===== src/rtl/game_pkg.sv =====
// Shared encodings and helpers for the two-player memory game turn controller.
package game_pkg;

    typedef enum logic [2:0] {
        ST_IDLE    = 3'd0,
        ST_CLR1    = 3'd1,
        ST_P1_TURN = 3'd2,
        ST_CLR2    = 3'd3,
        ST_P2_TURN = 3'd4,
        ST_DONE    = 3'd5
    } state_e;

    localparam logic [1:0] TURN_NONE = 2'b00;
    localparam logic [1:0] TURN_P1   = 2'b01;
    localparam logic [1:0] TURN_P2   = 2'b10;

    localparam logic [1:0] WIN_NONE  = 2'b00;
    localparam logic [1:0] WIN_P1    = 2'b01;
    localparam logic [1:0] WIN_P2    = 2'b10;
    localparam logic [1:0] WIN_TIE   = 2'b11;

    localparam logic [2:0] SCORE_MAX = 3'd7;

    function automatic logic [2:0] sat_inc3(input logic [2:0] v);
        if (v == SCORE_MAX) begin
            return SCORE_MAX;
        end else begin
            return v + 3'd1;
        end
    endfunction

    function automatic logic [1:0] win_code(input logic [2:0] s1, input logic [2:0] s2);
        if (s1 > s2) begin
            return WIN_P1;
        end else if (s2 > s1) begin
            return WIN_P2;
        end else begin
            return WIN_TIE;
        end
    endfunction

endpackage


===== src/rtl/game_turn_ctrl_if.sv =====
// Player/compare-logic and Timer1s side of the turn controller.
// master = surrounding game logic, slave = game_turn_ctrl.
interface game_turn_ctrl_if #(
    parameter int TW = 11
);
    logic          Begin;
    logic          P1_Done;
    logic          P1_Match;
    logic          P2_Done;
    logic          P2_Match;
    logic [TW-1:0] Timer_Out;
    logic          Timer_Start;
    logic [1:0]    Turn;
    logic [2:0]    P1_Score;
    logic [2:0]    P2_Score;
    logic [2:0]    Round;
    logic          Timeout;
    logic          Game_Over;
    logic [1:0]    Winner;

    modport master (
        output Begin, P1_Done, P1_Match, P2_Done, P2_Match, Timer_Out,
        input  Timer_Start, Turn, P1_Score, P2_Score, Round, Timeout, Game_Over, Winner
    );

    modport slave (
        input  Begin, P1_Done, P1_Match, P2_Done, P2_Match, Timer_Out,
        output Timer_Start, Turn, P1_Score, P2_Score, Round, Timeout, Game_Over, Winner
    );
endinterface


===== src/rtl/score_counter.sv =====
// 3-bit saturating score counter; clear has priority over increment.
module score_counter
    import game_pkg::*;
(
    input  logic       clk_i,
    input  logic       rst_ni,
    input  logic       clr_i,
    input  logic       inc_i,
    output logic [2:0] cnt_o
);

    logic [2:0] cnt_q;
    logic [2:0] cnt_d;

    // next count: clear, saturating increment or hold
    always_comb begin
        cnt_d = cnt_q;
        if (clr_i) begin
            cnt_d = 3'd0;
        end else if (inc_i) begin
            cnt_d = sat_inc3(cnt_q);
        end else begin
            cnt_d = cnt_q;
        end
    end

    // count register
    always_ff @(posedge clk_i or negedge rst_ni) begin
        if (!rst_ni) begin
            cnt_q <= 3'd0;
        end else begin
            cnt_q <= cnt_d;
        end
    end

    assign cnt_o = cnt_q;

endmodule


===== src/rtl/game_turn_ctrl.sv =====
// Round/turn controller: allocates the shared seconds timer to one player at a
// time, closes turns on submission or timeout, keeps scores and rounds, declares the winner.
module game_turn_ctrl
    import game_pkg::*;
#(
    parameter int TURN_LIMIT = 10,
    parameter int TW         = 11,
    parameter int ROUNDS     = 4
) (
    input logic             Clk,
    input logic             Rst,
    game_turn_ctrl_if.slave bus
);

    localparam logic [TW-1:0] LIMIT      = TW'(TURN_LIMIT);
    localparam logic [2:0]    LAST_ROUND = 3'(ROUNDS);

    state_e     state_q, state_d;
    logic [2:0] round_q, round_d;
    logic       tstart_q, tstart_d;
    logic       timeout_q, timeout_d;
    logic       over_q, over_d;
    logic [1:0] turn_q, turn_d;
    logic [1:0] winner_q, winner_d;

    logic       score_clr_s;
    logic       p1_inc_s;
    logic       p2_inc_s;
    logic       expired_s;
    logic [2:0] p1_score_s;
    logic [2:0] p2_score_s;
    logic [2:0] p2_next_s;

    assign expired_s = (bus.Timer_Out >= LIMIT);

    // next state and registered-output values; a Done always beats a same-cycle timeout
    always_comb begin
        state_d     = state_q;
        round_d     = round_q;
        tstart_d    = 1'b0;
        timeout_d   = 1'b0;
        over_d      = 1'b0;
        turn_d      = TURN_NONE;
        winner_d    = WIN_NONE;
        score_clr_s = 1'b0;
        p1_inc_s    = 1'b0;
        p2_inc_s    = 1'b0;
        p2_next_s   = p2_score_s;
        case (state_q)
            ST_IDLE: begin
                if (bus.Begin) begin
                    score_clr_s = 1'b1;
                    round_d     = 3'd1;
                    state_d     = ST_CLR1;
                end else begin
                    state_d     = ST_IDLE;
                end
            end
            ST_CLR1: begin
                state_d  = ST_P1_TURN;
                tstart_d = 1'b1;
                turn_d   = TURN_P1;
            end
            ST_P1_TURN: begin
                if (bus.P1_Done || expired_s) begin
                    p1_inc_s  = bus.P1_Done & bus.P1_Match;
                    timeout_d = ~bus.P1_Done;
                    state_d   = ST_CLR2;
                end else begin
                    tstart_d  = 1'b1;
                    turn_d    = TURN_P1;
                end
            end
            ST_CLR2: begin
                state_d  = ST_P2_TURN;
                tstart_d = 1'b1;
                turn_d   = TURN_P2;
            end
            ST_P2_TURN: begin
                if (bus.P2_Done || expired_s) begin
                    p2_inc_s  = bus.P2_Done & bus.P2_Match;
                    timeout_d = ~bus.P2_Done;
                    p2_next_s = p2_inc_s ? sat_inc3(p2_score_s) : p2_score_s;
                    if (round_q == LAST_ROUND) begin
                        // winner must see the final P2 update landing on this same edge
                        state_d  = ST_DONE;
                        over_d   = 1'b1;
                        winner_d = win_code(p1_score_s, p2_next_s);
                    end else begin
                        round_d  = round_q + 3'd1;
                        state_d  = ST_CLR1;
                    end
                end else begin
                    tstart_d = 1'b1;
                    turn_d   = TURN_P2;
                end
            end
            ST_DONE: begin
                if (bus.Begin) begin
                    score_clr_s = 1'b1;
                    round_d     = 3'd1;
                    state_d     = ST_CLR1;
                end else begin
                    over_d      = 1'b1;
                    winner_d    = winner_q;
                end
            end
            default: begin
                state_d = ST_IDLE;
                round_d = 3'd0;
            end
        endcase
    end

    // state and output registers
    always_ff @(posedge Clk or negedge Rst) begin
        if (!Rst) begin
            state_q   <= ST_IDLE;
            round_q   <= 3'd0;
            tstart_q  <= 1'b0;
            timeout_q <= 1'b0;
            over_q    <= 1'b0;
            turn_q    <= TURN_NONE;
            winner_q  <= WIN_NONE;
        end else begin
            state_q   <= state_d;
            round_q   <= round_d;
            tstart_q  <= tstart_d;
            timeout_q <= timeout_d;
            over_q    <= over_d;
            turn_q    <= turn_d;
            winner_q  <= winner_d;
        end
    end

    score_counter u_p1_score (
        .clk_i  (Clk),
        .rst_ni (Rst),
        .clr_i  (score_clr_s),
        .inc_i  (p1_inc_s),
        .cnt_o  (p1_score_s)
    );

    score_counter u_p2_score (
        .clk_i  (Clk),
        .rst_ni (Rst),
        .clr_i  (score_clr_s),
        .inc_i  (p2_inc_s),
        .cnt_o  (p2_score_s)
    );

    assign bus.Timer_Start = tstart_q;
    assign bus.Turn        = turn_q;
    assign bus.P1_Score    = p1_score_s;
    assign bus.P2_Score    = p2_score_s;
    assign bus.Round       = round_q;
    assign bus.Timeout     = timeout_q;
    assign bus.Game_Over   = over_q;
    assign bus.Winner      = winner_q;

endmodule


===== src/flat_wrapper.sv =====
// flat-port wrapper written by rule: the top's interface ports become plain ports
module game_turn_ctrl_flat import game_pkg::*;
#(
    parameter int TURN_LIMIT = 10,
    parameter int TW         = 11,
    parameter int ROUNDS     = 4
)
  (Clk, Rst, bus_Begin, bus_P1_Done, bus_P1_Match, bus_P2_Done, bus_P2_Match, bus_Timer_Out, bus_Timer_Start, bus_Turn, bus_P1_Score, bus_P2_Score, bus_Round, bus_Timeout, bus_Game_Over, bus_Winner);
  game_turn_ctrl_if #(.TW(TW)) bus_i ();
  input logic Clk;
  input logic Rst;
  input wire logic [$bits(bus_i.Begin)-1:0] bus_Begin;
  input wire logic [$bits(bus_i.P1_Done)-1:0] bus_P1_Done;
  input wire logic [$bits(bus_i.P1_Match)-1:0] bus_P1_Match;
  input wire logic [$bits(bus_i.P2_Done)-1:0] bus_P2_Done;
  input wire logic [$bits(bus_i.P2_Match)-1:0] bus_P2_Match;
  input wire logic [$bits(bus_i.Timer_Out)-1:0] bus_Timer_Out;
  output wire logic [$bits(bus_i.Timer_Start)-1:0] bus_Timer_Start;
  output wire logic [$bits(bus_i.Turn)-1:0] bus_Turn;
  output wire logic [$bits(bus_i.P1_Score)-1:0] bus_P1_Score;
  output wire logic [$bits(bus_i.P2_Score)-1:0] bus_P2_Score;
  output wire logic [$bits(bus_i.Round)-1:0] bus_Round;
  output wire logic [$bits(bus_i.Timeout)-1:0] bus_Timeout;
  output wire logic [$bits(bus_i.Game_Over)-1:0] bus_Game_Over;
  output wire logic [$bits(bus_i.Winner)-1:0] bus_Winner;
  assign bus_i.Begin = bus_Begin;
  assign bus_i.P1_Done = bus_P1_Done;
  assign bus_i.P1_Match = bus_P1_Match;
  assign bus_i.P2_Done = bus_P2_Done;
  assign bus_i.P2_Match = bus_P2_Match;
  assign bus_i.Timer_Out = bus_Timer_Out;
  assign bus_Timer_Start = bus_i.Timer_Start;
  assign bus_Turn = bus_i.Turn;
  assign bus_P1_Score = bus_i.P1_Score;
  assign bus_P2_Score = bus_i.P2_Score;
  assign bus_Round = bus_i.Round;
  assign bus_Timeout = bus_i.Timeout;
  assign bus_Game_Over = bus_i.Game_Over;
  assign bus_Winner = bus_i.Winner;
  game_turn_ctrl #(.TURN_LIMIT(TURN_LIMIT), .TW(TW), .ROUNDS(ROUNDS)) u_core (.Clk(Clk), .Rst(Rst), .bus(bus_i));
endmodule

===== config.mk =====
export PLATFORM = sky130hd
export DESIGN_NAME = game_turn_ctrl_flat
export DESIGN_NICKNAME = d
export VERILOG_FILES = /design/src/rtl/game_pkg.sv /design/src/rtl/game_turn_ctrl_if.sv /design/src/rtl/score_counter.sv /design/src/rtl/game_turn_ctrl.sv /design/src/flat_wrapper.sv
export SDC_FILE = /design/constraint.sdc
export NUM_CORES = 1
export LEC_CHECK = 0
export CAP_MARGIN = 10
export CELL_PAD_IN_SITES_DETAIL_PLACEMENT = 2
export CELL_PAD_IN_SITES_GLOBAL_PLACEMENT = 2
export CORE_MARGIN = 2
export CORE_UTILIZATION = 30
export CTS_BUF_LIST = sky130_fd_sc_hd__clkbuf_8
export DETAILED_ROUTE_END_ITERATION = 12
export PLACE_DENSITY = 0.89
export SYNTH_ARGS = -nofsm -noshare
export SYNTH_HDL_FRONTEND = slang
export SYNTH_SLANG_ARGS = --single-unit

===== constraint.sdc =====
create_clock -name Clk -period 4.2 [get_ports Clk]
set_clock_uncertainty 0.2 [all_clocks]
set_input_delay 0.42 -clock Clk [delete_from_list [all_inputs] [get_ports Clk]]
set_output_delay 0.42 -clock Clk [all_outputs]
set_load 0.005 [all_outputs]

# After elaboration in Yosys (flattened, before gate mapping)

Index checks and enable logic that the tools add are counted.

Bits of input ports: 18
Flip-flop bits (word level): 19
Logic and storage cells: 86
Output and inout bits: 16

Add/sub/neg operators: 3
Reduce and logical (&&, ||, !) cells: 10
Multiplexer cells: 43
Eq/ne operators: 13
Bitwise logic cells: 5
Magnitude comparators: 3

Operator list:

| cell                                                                                 | count |
|---|---|
| 3-bit 2-to-1 mux                                                                     | 15 |
| 3-bit case mux with 6 select lines                                                   | 1 |
| 1-bit 2-to-1 mux                                                                     | 16 |
| 3-bit equality test, second input constant                                           | 5 |
| 11-bit by 4-bit greater-or-equal comparator with 1-bit output, second input constant | 1 |
| 2-bit 2-to-1 mux                                                                     | 5 |
| 3-bit by 1-bit adder with 3-bit output, second input constant                        | 3 |
| 3-bit case mux with 3 select lines                                                   | 1 |
| 2-bit case mux with 4 select lines                                                   | 1 |
| 3-bit by 2-bit equality test with 1-bit output, second input constant                | 2 |
| 3-bit > comparator                                                                   | 2 |
| 2-bit by 1-bit inequality test with 1-bit output, second input constant              | 3 |
| 2-bit inequality test, second input constant                                         | 2 |
| 1-bit case mux with 2 select lines                                                   | 2 |
| 2-bit case mux with 2 select lines                                                   | 1 |
| 4-bit AND reduction                                                                  | 1 |
| 2-bit nonzero test                                                                   | 2 |
| 2-bit OR reduction                                                                   | 2 |
| 3-bit by 1-bit equality test with 1-bit output, second input constant                | 1 |
| 3-bit zero test                                                                      | 1 |
| 1-bit NOT                                                                            | 3 |
| 1-bit case mux with 3 select lines                                                   | 1 |
| 3-bit AND reduction                                                                  | 1 |
| 3-bit OR reduction                                                                   | 1 |
| 2 further kinds                                                                      | 4 |

# Depth between registers and ports, before layout

Gate-level depths: netlist of the first run.

Depth after elaboration: 11
Gate-level depth with buffers: 9

# Hierarchy

From an unflattened synthesis of the first run, not the netlist that was laid out.

Cells, all modules: 118
Area, all modules: 1122.3 um^2

By module, submodules not included:

| module         | instances | cells an instance | area an instance (um^2) |
|---|---|---|---|
| game_turn_ctrl | 1         | 94                | 852.1 |
| score_counter  | 2         | 12                | 135.1 |

# Least setup slack after synthesis of the first run

Ideal clock, no wire load.

Kind: input port to flip-flop
Start: input bus_Timer_Out[7]
End: register u_core.tstart_q (netlist: u_core.bus.Timer_Start)
Path slack: 2.126 ns
Cell stages on the path: 5
Path buffers: 1
Arrival time: 1.800 ns
Required time: 3.926 ns
Cells stage by stage: or4_4 or3_1 buf_2 or3_4 o21ai_2

Cells in the longest elaborated chain, start to end: 4
Elaborated cells between the ends (all ways): 6
Those cells by class: order compare: 1; mux: 3; reduce/logical: 2

Ends and longest elaborated chain:

| element                                                         | RTL line                                   | text |
|---|---|---|
| from (decl)                                                     | flat_wrapper.sv:17                         | `input wire logic [$bits(bus_i.Timer_Out)-1:0] bus_Timer_Out;` |
| 11-bit by 4-bit greater-or-equal comparator with 1-bit output * | game_turn_ctrl.sv:34                       | `assign expired_s = (bus.Timer_Out >= LIMIT);` |
| 1-bit logical OR, on equally long branches                      | game_turn_ctrl.sv:80, game_turn_ctrl.sv:65 |  |
| 1-bit 2-to-1 mux, on equally long branches                      | game_turn_ctrl.sv:80, game_turn_ctrl.sv:65 |  |
| 1-bit case mux with 3 select lines *                            | game_turn_ctrl.sv:49                       | `case (state_q)` |
| via u_core.tstart_d                                             | game_turn_ctrl.sv:20                       | `logic tstart_q, tstart_d;` |
| to (signal assigned)                                            | game_turn_ctrl.sv:128                      | `tstart_q <= tstart_d;` |
| to (decl)                                                       | game_turn_ctrl.sv:20                       |  |

Mark *: on every way through the listed nets, which the timed path passes. The rest lies on a longest branch.
A chain may end at the register's enable or synchronous reset.

# Worst setup path after layout of the first run

Start: input bus_Timer_Out[7]
End: register u_core.winner_q[1] (netlist: u_core.bus.Winner[1])

Cells in the longest elaborated chain, start to end: 4

Ends and longest elaborated chain:

| element                                                       | RTL line              | text |
|---|---|---|
| 11-bit by 4-bit greater-or-equal comparator with 1-bit output | game_turn_ctrl.sv:34  |  |
| 1-bit logical OR                                              | game_turn_ctrl.sv:80  | `if (bus.P2_Done \|\| expired_s) begin` |
| 2-bit 2-to-1 mux                                              | game_turn_ctrl.sv:80  |  |
| 2-bit case mux with 2 select lines                            | game_turn_ctrl.sv:49  |  |
| to (signal assigned)                                          | game_turn_ctrl.sv:132 | `winner_q <= winner_d;` |
| to (decl)                                                     | game_turn_ctrl.sv:24  | `logic [1:0] winner_q, winner_d;` |

No other way between the ends.

==> results of run 1 <==
==> worst max-delay path, cell delays in order <==
cell,delay (ps)
clkdlybuf4s50_1,400
or4_4,530
or3_1,460
o21ai_0,400
o21ai_0,180
==> state kept, by name, summed over array words and instances (netlist names) <==
signal and cells:
u_core.bus.Turn 2, u_core.u_p2_score.cnt_o 3, u_core.bus.Game_Over 1, u_core.bus.Round 3, u_core.state_q 3, u_core.u_p1_score.cnt_o 3, u_core.bus.Winner 2, u_core.bus.Timeout 1
u_core.bus.Timer_Start 1
==> layout by cell type, fill, tap and decap left out <==
cell type,n
nand3_1,1
clkdlybuf4s50_1,32
a21o_1,1
nor2b_1,4
clkinv_2,1
and2_1,1
o2bb2ai_1,1
and3_1,1
nor3b_1,3
or4_4,1
nor4b_1,2
dfrtp_1,19
nor4_1,1
o21a_1,2
a221o_1,1
clkbuf_8,3
nand2b_1,6
o211ai_1,1
nor3_1,3
ha_1,7
a21oi_1,9
nor2_1,12
or3_1,2
nand2_1,12
inv_1,5
a32oi_1,1
a211o_1,1
o21ai_2,2
a21boi_0,1
mux2i_1,3
a211oi_1,3
a31oi_1,2
o21bai_1,1
or3_4,1
o21ai_0,6
or3b_2,1
==> power by group <==
part | switching (mW) | total [mW] | internal, mW
clock network | 0.0646 | 0.131 | 0.0660
registers | 0.0994 | 0.341 | 0.241
logic | 0.196 | 0.427 | 0.231
==> kinds of logic (layout without fill, tap and decap cells) <==
logic type / count (synthesis) / after routing
compound gates: 32 / 32
fa+ha+maj: 7 / 7
buf+inv: 9 / 41
flops: 19 / 19
mux: 3 / 3
simple gates: 51 / 51
==> metal layers <==
metal  up-vias  global-route usage (%)  share of wire [%]
met5         -                       0                  0
met4         0                    5.59                1.2
met2        10                    34.9                 57
met1       542                    21.1                 40
met3         4                    1.04                1.1
li1        494                       -                  -
==> through the flow <==
stage | hold slack (ps) | power (mW) | instance area [um^2] | util [%] | worst slack, ps
after floorplan | -75.6 | 0.574 | 1110 | - | 2130
after global placement | 268 | 0.731 | 1480 | 40.9 | 1550
after detailed placement | 320 | 0.778 | 1480 | 40.9 | 1450
after CTS | 337 | 0.915 | 1520 | 42.2 | 1720
after global routing | 365 | 0.985 | 1520 | 42.2 | 1560
final | 326 | 0.898 | 1520 | 42.2 | 1730
==> worst paths after layout <==
kind / cells past startpoint / to
worst max-delay path: 5 / u_core.bus.Winner[1]
worst min-delay path: 2 / u_core.bus.Winner[0]
worst max register to register: 4 / u_core.u_p1_score.cnt_o[0]
worst min register to register: 2 / u_core.bus.Winner[0]
max in group asynchronous: 1 / u_core.bus.Turn[1]
min in group asynchronous: 1 / u_core.u_p1_score.cnt_o[0]
==> layout make-up <==
class | count | area (um^2) | area share (%)
flip-flops and latches | 19 | 475 | 31.2
clock buffers | 3 | 41.3 | 2.71
multi-input cells | 93 | 602 | 39.5
inverters | 5 | 18.8 | 1.23
well taps | 48 | 60.1 | 3.94
repair buffers | 32 | 320 | 21.0
clock inverters | 1 | 5.00 | 0.329
==> results.py, run 1 <==
metrics = {
    "setup_path": {
        "timing.critical_path.required_ps": 4120,
        "crit_type": "input pin to flop",
        "startpoint_type": "input pin",
        "critical_path_peak_fanout": 7,
        "r2r_setup_slack_ps": 1760,
        "critical_path.startpoint": "bus_Timer_Out[7]",
        "r2r-start": "u_core.state_q[2]",
        "timing.critical_path.to_type": "flop",
        "critPathArrivalTime_ps": 2390,
    },
    "cts": {
        "clkLatencyLatePin_ps": 260,
        "cts.hold.buffers_added": 0,
        "cts_resized": 0,
        "postCtsSetupBuffers": 0,
        "tritoncts.num_buffers": 3,
        "clock_sink_count": 19,
        "ctsHtreeMaxLevel": 1,
        "cts-root-buf": "clkbuf_8",
        "ctsLongestPathBuffers": 2,
        "tritoncts": "yes",
        "clk_pin_slew_worst_paths_ps": 80,
    },
    "route": {
        "routedWlPerCell_um": 17.4,
        "ant_nets": 0,
        "post-route-drc-count": 0,
        "routed-via-count": 1050,
        "detail_route.wirelength_mm": 3.49,
        "detail_route.vias_per_cell": 5.22,
        "detailedRoute.firstPassIterationCount": 4,
        "first_iter_violations": 27,
    },
    "status": {
        "outcome": "finished, final reports clean",
    },
    "cells_and_area": {
        "drive_above_1_share_pct": 5.88,
        "syn2layout_area_growth_pct": 36.9,
        "antenna_cells": 0,
        "fill_cells": 403,
        "finalNetCount": 179,
        "stdcell_count": 201,
    },
    "synth": {
        "synthXorXnorAreaFrac_pct": 0,
        "commonest_cells_post_synth": "19 x dfrtp_1, 12 x nand2_1, 12 x nor2_1",
        "synthDominantCellAreaShare_pct": 42.7,
        "syn_area_um2": 1110,
        "yosysSeqAreaShare_pct": 42.7,
        "yosysMostFrequentCell": "dfrtp_1",
        "async_flop_share_pct": 100,
        "synth_fa_ha_area_share_pct": 7.87,
        "top_reg_cell_synth": "dfrtp_1",
        "post_synth_mux_area_share_pct": 2.70,
        "synthesis.instances": 121,
        "synthSimpleGateAreaFrac_pct": 24.7,
        "yosysUniqueCellTypes": 35,
        "fraction_of_the_mapped_netlist_area_in_compound_gates_pct": 18.8,
        "largest_family_of_logic_cells_by_synthesized_area": "simple AND/OR/NAND/NOR gates",
        "postSynthAreaPerCell_um2": 9.19,
        "netlist.top_cell.by_area": "dfrtp_1",
        "synth_warnings": 0,
        "synthesis.nets": 146,
        "synth-edff-count": 0,
        "synth-seq-cells": 19,
        "synth.top_cells.by_area": "dfrtp_1 43%, ha_1 7.9%, a21oi_1 4.0%",
    },
    "sta": {
        "grt_setup_unrepaired": "no",
        "tns_ps": 0,
        "maximum_achievable_frequency_ghz": 0.405,
        "finalHoldViolations": 0,
        "worst-slew-pin-transition_ps": 1170,
        "timing.final.crit_period_ps": 2470,
        "report.final.setup_viol": 0,
        "slew-limit-headroom_pct": 21.0,
        "timing.final.max_slew_violations": 0,
        "final_critical_path_share_of_the_clock_period_pct": 58.8,
    },
    "floorplan": {
        "width_of_the_die_um": 64.9,
        "design.core.area_um2": 3610,
        "die_height_um": 64.9,
        "pin_count": 34,
        "num_rows": 22,
        "die_area_um2": 4210,
        "start_util_pct": 30.8,
    },
    "place": {
        "placed_cells_incl_taps": 197,
        "detailedPlacementHpwl_mm": 2.83,
        "numPortBuffers": 32,
        "place_congestion": 0.738,
    },
    "global_route": {
        "globalRouteOverflowTotal": 0,
        "largest_net_degree_at_the_start_of_global_routing": 20,
        "groute.usage.overall_pct": 18.1,
        "number_of_antenna_violations_at_the_first_check_in_global_routing": 0,
        "vias_in_the_first_global_route": 1187,
        "global_route_wire_length_before_repair_mm": 5.82,
    },
    "pwr": {
        "power.density_cell_area_nw_per_um2": 590,
        "vdd.ir_drop.worst_v": 0.000231,
        "cellLeakagePower_nw": 0.637,
    },
    "min_path": {
        "worst_hold_startpoint": "u_core.bus.Winner[0]",
        "min_path_type": "flop to flop",
    },
    "job": {
        "maxCapViolCount": 0,
    },
}
Power figures use the tool's default switching activity.
==> inputs of run 2 (changes only) <==
--- a/config.mk
+++ b/config.mk
@@ -9,10 +9,10 @@
 export CELL_PAD_IN_SITES_DETAIL_PLACEMENT = 2
 export CELL_PAD_IN_SITES_GLOBAL_PLACEMENT = 2
 export CORE_MARGIN = 2
-export CORE_UTILIZATION = 30
+export CORE_UTILIZATION = 25
 export CTS_BUF_LIST = sky130_fd_sc_hd__clkbuf_8
 export DETAILED_ROUTE_END_ITERATION = 12
-export PLACE_DENSITY = 0.89
+export PLACE_DENSITY = 0.79
 export SYNTH_ARGS = -nofsm -noshare
 export SYNTH_HDL_FRONTEND = slang
 export SYNTH_SLANG_ARGS = --single-unit
==> constraint.sdc (replaced) <==
create_clock -name Clk -period 2.2 [get_ports Clk]
set_clock_uncertainty 0.2 [all_clocks]
set_input_delay 0.22 -clock Clk [delete_from_list [all_inputs] [get_ports Clk]]
set_output_delay 0.22 -clock Clk [all_outputs]
set_load 0.005 [all_outputs]
==> run 2 against run 1 <==
  * Clock power grew 85%
  * Utilization shrank 4.1 points
  * Sequential power grew 72%
  * First-iteration DRC count shrank 44%
  * Via count grew 3.2%
  * Cell area grew 8.1%
  * Non-clock buffer count grew 14
  * Sequential share of layout area shrank 2.3 points
  * Combinational power grew 150%
  * Critical path depth grew 1
  * Sequential cell count is the same
==> results.py, run 2 (synthesis results as in run 1) <==
metrics = {
    "route": {
        "ant_nets": 0,
        "detail_route.vias_per_cell": 4.95,
        "post-route-drc-count": 0,
        "detail_route.wirelength_mm": 3.48,
        "detailedRoute.firstPassIterationCount": 4,
        "routedWlPerCell_um": 15.9,
        "routed-via-count": 1084,
        "first_iter_violations": 15,
    },
    "global_route": {
        "global_route_wire_length_before_repair_mm": 6.15,
        "largest_net_degree_at_the_start_of_global_routing": 20,
        "groute.layer.met3.usage_pct": 2.28,
        "number_of_antenna_violations_at_the_first_check_in_global_routing": 0,
        "globalRouteOverflowTotal": 0,
        "top_usage_layer": "met2",
        "groute.usage.overall_pct": 15.5,
        "met1_track_demand_over_resource_in_global_routing_pct": 18.4,
        "vias_in_the_first_global_route": 1251,
        "grt.met2_usage_pct": 28.1,
    },
    "pwr": {
        "vdd.ir_drop.worst_v": 0.000299,
        "p_sw_uw": 717,
        "pwr-share-comb_pct": 55.9,
        "internal_power_component_mw": 1.16,
        "power.density_cell_area_nw_per_um2": 1140,
        "switching_share_pct": 38.2,
        "cellLeakagePower_nw": 0.719,
        "power_frac_clock_pct": 12.9,
        "seq_power_share_pct": 31.2,
    },
    "sta": {
        "finalHoldViolations": 0,
        "slew-limit-headroom_pct": 65.9,
        "report.final.setup_viol": 0,
        "maximum_achievable_frequency_ghz": 0.455,
        "worst-slew-pin-transition_ps": 507,
        "timing.final.crit_period_ps": 2200,
        "tns_ps": 0,
        "timing.final.max_slew_violations": 0,
        "final_critical_path_share_of_the_clock_period_pct": 100,
        "timing.final.ws_setup_ps": 0.557,
        "grt_setup_unrepaired": "yes",
    },
    "floorplan": {
        "num_rows": 24,
        "die_area_um2": 5000,
        "pin_count": 34,
        "design.core.area_um2": 4320,
        "width_of_the_die_um": 70.7,
        "die_height_um": 70.7,
        "start_util_pct": 25.7,
    },
    "setup_path": {
        "timing.critical_path.required_ps": 2140,
        "r2r_setup_slack_ps": 110,
        "critPathArrivalTime_ps": 2140,
        "crit_type": "input pin to flop",
        "timing.rr.end": "u_core.bus.Winner[0]",
        "r2r-start": "u_core.u_p2_score.cnt_o[0]",
        "startpoint_type": "input pin",
        "timing.critical_path.to_type": "flop",
        "critical_path_peak_fanout": 5,
        "timing.reg2reg.worst_path_depth": 9,
    },
    "place": {
        "placed_cells_incl_taps": 212,
        "place_congestion": 0.755,
        "numPortBuffers": 32,
        "detailedPlacementHpwl_mm": 2.67,
        "dpl_worst_slack_ps": -255,
        "postPlaceCellArea_um2": 1560,
    },
    "cells_and_area": {
        "drive_above_1_share_pct": 15.0,
        "syn2layout_area_growth_pct": 48.0,
        "top_library_cells_by_usage_in_the_layout_fill_and_taps_aside": "32 x clkdlybuf4s50_1, 19 x dfrtp_1, 14 x buf_4, 12 x nor2_1, 12 x nand2_1",
        "post-route-cell-area_um2": 1650,
        "antenna_cells": 0,
        "finalNetCount": 193,
        "most_common_library_cell_in_the_layout_ignoring_fill_and_taps": "clkdlybuf4s50_1",
        "stdcell_count": 219,
    },
    "min_path": {
        "min_path_type": "input pin to asynchronous set/reset pin",
    },
    "status": {
        "outcome": "finished, final reports clean",
    },
    "job": {
        "maxCapViolCount": 0,
    },
    "cts": {
        "clk_pin_slew_worst_paths_ps": 70,
        "tritoncts.num_buffers": 3,
        "cts-root-buf": "clkbuf_8",
        "tritoncts": "yes",
        "ctsHtreeMaxLevel": 1,
        "ctsLongestPathBuffers": 2,
        "clkLatencyLatePin_ps": 250,
        "clock_sink_count": 19,
    },
}
==> run 2: cell types whose count changed in the layout (fill, tap and decap cells not counted) <==
| cell | before | now |
|---|---|---|
| o21ai_0 | 6 | 4 |
| a21oi_1 | 9 | 8 |
| a21oi_2 | 0 | 1 |
| o21ai_1 | 0 | 1 |
| nor2b_4 | 0 | 1 |
| buf_4 | 0 | 14 |
| nor2b_1 | 4 | 3 |
| clkinv_2 | 1 | 0 |
| o21ai_2 | 2 | 3 |
| inv_1 | 5 | 6 |
==> run 2: timing repair <==
action                                  CTS  global route
pin swaps                                 0             3
gates resized for setup                   1             5
endpoints found under the setup margin    2             2
buffers inserted                          0             3
hold buffers                              0             0
==> run 2: cell type report <==
type / instances / area [um^2]
clock buffer: 3 / 41.3
multi-input combinational: 93 / 617
clock inverter: 1 / 3.75
fill: 492 / 2680
inverter: 5 / 18.8
tap: 52 / 65.1
sequential: 19 / 475
timing repair buffer: 46 / 425
==> run 2: critical path, stage by stage <==
cell	delay, ps
clkdlybuf4s50_1	400
or4_4	530
or3_1	450
o21ai_0	290
buf_4	170
o21ai_0	80
==> run 2: per-layer routing <==
layer / vias to the layer above / routed length (um)
li1: 519 / -
met1: 531 / 1500
met2: 28 / 1800
met3: 6 / 122
met4: 0 / 59
met5: - / 0
==> run 2: through the flow <==
stage	util [%]	power, mW	hold slack, ps
after floorplan	-	1.10	-276
after global placement	36.2	1.48	265
after detailed placement	36.2	1.54	293
after CTS	37.3	1.81	114
after global routing	38.1	2.07	122
final	38.1	1.88	105
==> run 2: power by group through the flow <==
stage | registers [mW] | clock network [mW] | logic, mW
after floorplan | 0.566 | 0 | 0.530
after global placement | 0.581 | 0 | 0.898
after detailed placement | 0.593 | 0 | 0.951
after CTS | 0.592 | 0.252 | 0.969
after global routing | 0.616 | 0.268 | 1.18
final | 0.585 | 0.243 | 1.05
==> run 2: worst max-delay path by stage <==
stage / slack [ps] / startpoint / cells past startpoint / end
2_1_floorplan: 160 / u_core.u_p2_score.cnt_o[0] / 9 / u_core.bus.Winner[0]
3_3_place_gp: -180 / bus_Timer_Out[7] / 6 / u_core.bus.Winner[0]
3_5_place_dp: -250 / bus_Timer_Out[7] / 6 / u_core.bus.Winner[1]
4_1_cts: 0.8 / u_core.u_p2_score.cnt_o[1] / 9 / u_core.bus.Winner[1]
5_1_grt: -90 / u_core.u_p2_score.cnt_o[0] / 9 / u_core.bus.Winner[1]
6_report: 0.6 / bus_Timer_Out[7] / 6 / u_core.bus.Winner[0]
==> inputs of run 3 (changes only) <==
--- a/config.mk
+++ b/config.mk
@@ -5,14 +5,15 @@
 export SDC_FILE = /design/constraint.sdc
 export NUM_CORES = 1
 export LEC_CHECK = 0
+export ABC_AREA = 1
 export CAP_MARGIN = 10
 export CELL_PAD_IN_SITES_DETAIL_PLACEMENT = 2
 export CELL_PAD_IN_SITES_GLOBAL_PLACEMENT = 2
 export CORE_MARGIN = 2
-export CORE_UTILIZATION = 25
+export CORE_UTILIZATION = 24
 export CTS_BUF_LIST = sky130_fd_sc_hd__clkbuf_8
 export DETAILED_ROUTE_END_ITERATION = 12
-export PLACE_DENSITY = 0.79
+export PLACE_DENSITY = 0.8
 export SYNTH_ARGS = -nofsm -noshare
 export SYNTH_HDL_FRONTEND = slang
 export SYNTH_SLANG_ARGS = --single-unit
==> run 3 against run 2 <==
  * Sequential power down 6.0%
  * Register-to-register slack improved by 80 ps
  * Combinational power decreased by 29%
  * Area after synthesis increased by 2.5%
  * Die area grew 6.4%
  * Final cell count is 10% higher
  * Non-clock buffer count down 11
  * Cell area fell by 2.8%
  * Critical endpoint is now u_core.bus.Winner[1]
  * First-iteration DRC count is 27% lower
==> results.py, run 3 <==
metrics = {
    "status": {
        "outcome": "finished, final reports clean",
    },
    "setup_path": {
        "crit_type": "flop to flop",
        "timing.critical_path.to_type": "flop",
        "timing.critical_path.required_ps": 2180,
        "critical_path_peak_fanout": 5,
        "ordered_cell_list_for_the_critical_path": "ha_4 > inv_1 > o21ai_0 > inv_1 > ha_1 > a21oi_1 > o21ai_1 > nand2_1 > nand2_1 > o21ai_1",
        "timing.critical_path.slowest_cell_delay_ps": 450,
        "timing.reg2reg.worst_path_depth": 10,
        "crit_buf_inv": 2,
        "startpoint_type": "flop",
        "path_depth": 10,
        "crit_slowest_cell": "dfrtp_1",
        "timing.rr.end": "u_core.bus.Winner[1]",
        "critical_path.top_delay_family": "compound AO/OA/AOI/OAI gates",
        "r2r_setup_slack_ps": 190,
        "critPathArrivalTime_ps": 2000,
        "r2r-start": "u_core.u_p2_score.cnt_o[0]",
    },
    "synth": {
        "synth_warnings": 0,
        "syn_area_um2": 1140,
        "synthDominantCellAreaShare_pct": 41.7,
        "yosysSeqAreaShare_pct": 41.7,
        "synth-seq-cells": 19,
        "synth.top_cells.by_area": "dfrtp_1 42%, nand2_1 14%, o21ai_0 7.9%",
        "synthesis.nets": 174,
        "postSynthAreaPerCell_um2": 7.65,
        "yosysUniqueCellTypes": 21,
        "top_reg_cell_synth": "dfrtp_1",
        "synth-edff-count": 0,
        "commonest_cells_post_synth": "42 x nand2_1, 21 x inv_1, 19 x dfrtp_1",
        "synthesis.instances": 149,
        "yosysMostFrequentCell": "nand2_1",
        "netlist.top_cell.by_area": "dfrtp_1",
        "async_flop_share_pct": 100,
    },
    "sta": {
        "worst-slew-pin-transition_ps": 484,
        "timing.final.max_slew_violations": 0,
        "fin_hold_ws_ps": 116,
        "timing.final.crit_period_ps": 2010,
        "tns_ps": 0,
        "grt_setup_unrepaired": "no",
        "slew-limit-headroom_pct": 67.4,
        "report.final.setup_viol": 0,
        "maximum_achievable_frequency_ghz": 0.497,
        "finalHoldViolations": 0,
        "timing.final.ws_setup_ps": 189,
        "final_critical_path_share_of_the_clock_period_pct": 91.4,
    },
    "global_route": {
        "global_route_wire_length_before_repair_mm": 5.85,
        "largest_net_degree_at_the_start_of_global_routing": 20,
        "number_of_antenna_violations_at_the_first_check_in_global_routing": 0,
        "vias_in_the_first_global_route": 1282,
        "globalRouteOverflowTotal": 0,
        "groute.usage.overall_pct": 14.4,
    },
    "pwr": {
        "switching_share_pct": 41.6,
        "seq_power_share_pct": 35.7,
        "pwr-share-comb_pct": 48.2,
        "power.density_cell_area_nw_per_um2": 963,
        "p_sw_uw": 641,
        "power_frac_clock_pct": 16.1,
        "internal_power_component_uw": 899,
        "vdd.ir_drop.worst_v": 0.000270,
        "cellLeakagePower_nw": 0.775,
    },
    "cts": {
        "clkLatencyLatePin_ps": 260,
        "clk_pin_slew_worst_paths_ps": 70,
        "clock_sink_count": 19,
        "ctsLongestPathBuffers": 2,
        "cts-root-buf": "clkbuf_8",
        "tritoncts.num_buffers": 3,
        "tritoncts": "yes",
        "cts.hold.buffers_added": 0,
        "ctsHtreeMaxLevel": 1,
    },
    "floorplan": {
        "die_area_um2": 5320,
        "start_util_pct": 24.5,
        "design.core.area_um2": 4660,
        "die_height_um": 72.9,
        "pin_count": 34,
        "width_of_the_die_um": 72.9,
        "num_rows": 25,
    },
    "route": {
        "routed-via-count": 1149,
        "detail_route.wirelength_mm": 3.46,
        "ant_nets": 0,
        "first_iter_violations": 11,
        "post-route-drc-count": 0,
        "routedWlPerCell_um": 14.3,
        "detailedRoute.firstPassIterationCount": 3,
        "detail_route.vias_per_cell": 4.77,
    },
    "cells_and_area": {
        "finalNetCount": 213,
        "stdcell_count": 241,
        "register_area_um2": 475,
        "drive_above_1_share_pct": 10.7,
        "syn2layout_area_growth_pct": 40.4,
        "fill_cells": 558,
        "multi_input_area_um2": 587,
        "top_library_cells_by_usage_in_the_layout_fill_and_taps_aside": "42 x nand2_1, 32 x clkdlybuf4s50_1, 22 x inv_1, 19 x dfrtp_1, 16 x o21ai_0",
        "most_common_library_cell_in_the_layout_ignoring_fill_and_taps": "nand2_1",
        "antenna_cells": 0,
    },
    "place": {
        "numPortBuffers": 32,
        "detailedPlacementHpwl_mm": 2.89,
        "placed_cells_incl_taps": 236,
        "dpl_worst_slack_ps": -85.9,
        "place_congestion": 0.800,
    },
    "job": {
        "maxCapViolCount": 0,
    },
    "min_path": {
        "min_path_type": "input pin to asynchronous set/reset pin",
    },
}
-- run 3: changes by cell type after synthesis, moves of 6 or more --
cell      change
nand2b_1      -6
nand2_1      +30
inv_1        +16
nand3_1      +10
o21ai_0      +12
-- run 3: how the worst max path moves through the flow --
stage	start	end	slack, ps
final	u_core.u_p2_score.cnt_o[0]	u_core.bus.Winner[1]	190
after global routing	u_core.u_p2_score.cnt_o[0]	u_core.bus.Winner[1]	20
after CTS	u_core.u_p2_score.cnt_o[0]	u_core.bus.Winner[1]	20
after detailed placement	bus_P2_Done	u_core.bus.Winner[1]	-90
after global placement	bus_P2_Done	u_core.bus.Winner[1]	10
after floorplan	u_core.u_p2_score.cnt_o[0]	u_core.bus.Winner[1]	330
-- run 3: cell families (layout without fill, tap and decap cells) --
group / after synthesis / after routing / share of synthesized area [%]
DFF: 19 / 19 / 41.7
adders and majority gates: 7 / 7 / 7.68
xor gates and xnor gates: 1 / 1 / 0.769
and+or+nand+nor: 75 / 75 / 30.6
buffers and inverters: 23 / 61 / 8.23
AOI/OAI and AO/OA: 24 / 24 / 11.0
-- run 3: through the flow --
step	util [%]	power, mW	cell area [um^2]
after CTS	33.8	1.55	1580
final	34.3	1.54	1600
after detailed placement	32.9	1.29	1530
after floorplan	-	0.977	1140
after global placement	32.9	1.24	1530
after global routing	34.3	1.70	1600
-- run 3: area by class of cell --
type                    count  area share, %
inverters                  22           5.16
clock inverters             1          0.235
flip-flops and latches     19           29.7
multi-input cells         107           36.7
clock buffers               3           2.58
well taps                  54           4.22
repair buffers             35           21.4
-- run 3: power groups by stage --
stage	registers, mW	clock network [mW]	logic, mW
final	0.550	0.247	0.743
after global routing	0.567	0.270	0.860
after CTS	0.549	0.260	0.742
after detailed placement	0.553	0	0.734
after global placement	0.543	0	0.698
after floorplan	0.519	0	0.458
-- run 3: worst register-to-register path, stage by stage, from the launching register on --
cell and delay, ps:
dfrtp_1 450, ha_4 170, inv_1 50, o21ai_0 160
inv_1 80, ha_1 310, a21oi_1 140, o21ai_1 100
nand2_1 70, nand2_1 50, o21ai_1 140
-- run 3: repair_timing --
| item | in CTS | in global routing |
|---|---|---|
| setup endpoints to repair | 0 | 2 |
| gates resized for setup | 0 | 5 |
| buffers inserted | 0 | 1 |
-- run 3: metal layers --
layer | track usage, % | share of wire (%)
met2 | 27.8 | 53
met5 | 0 | 0
met3 | 1.66 | 3.8
met1 | 15.7 | 42
met4 | 5.97 | 1.7
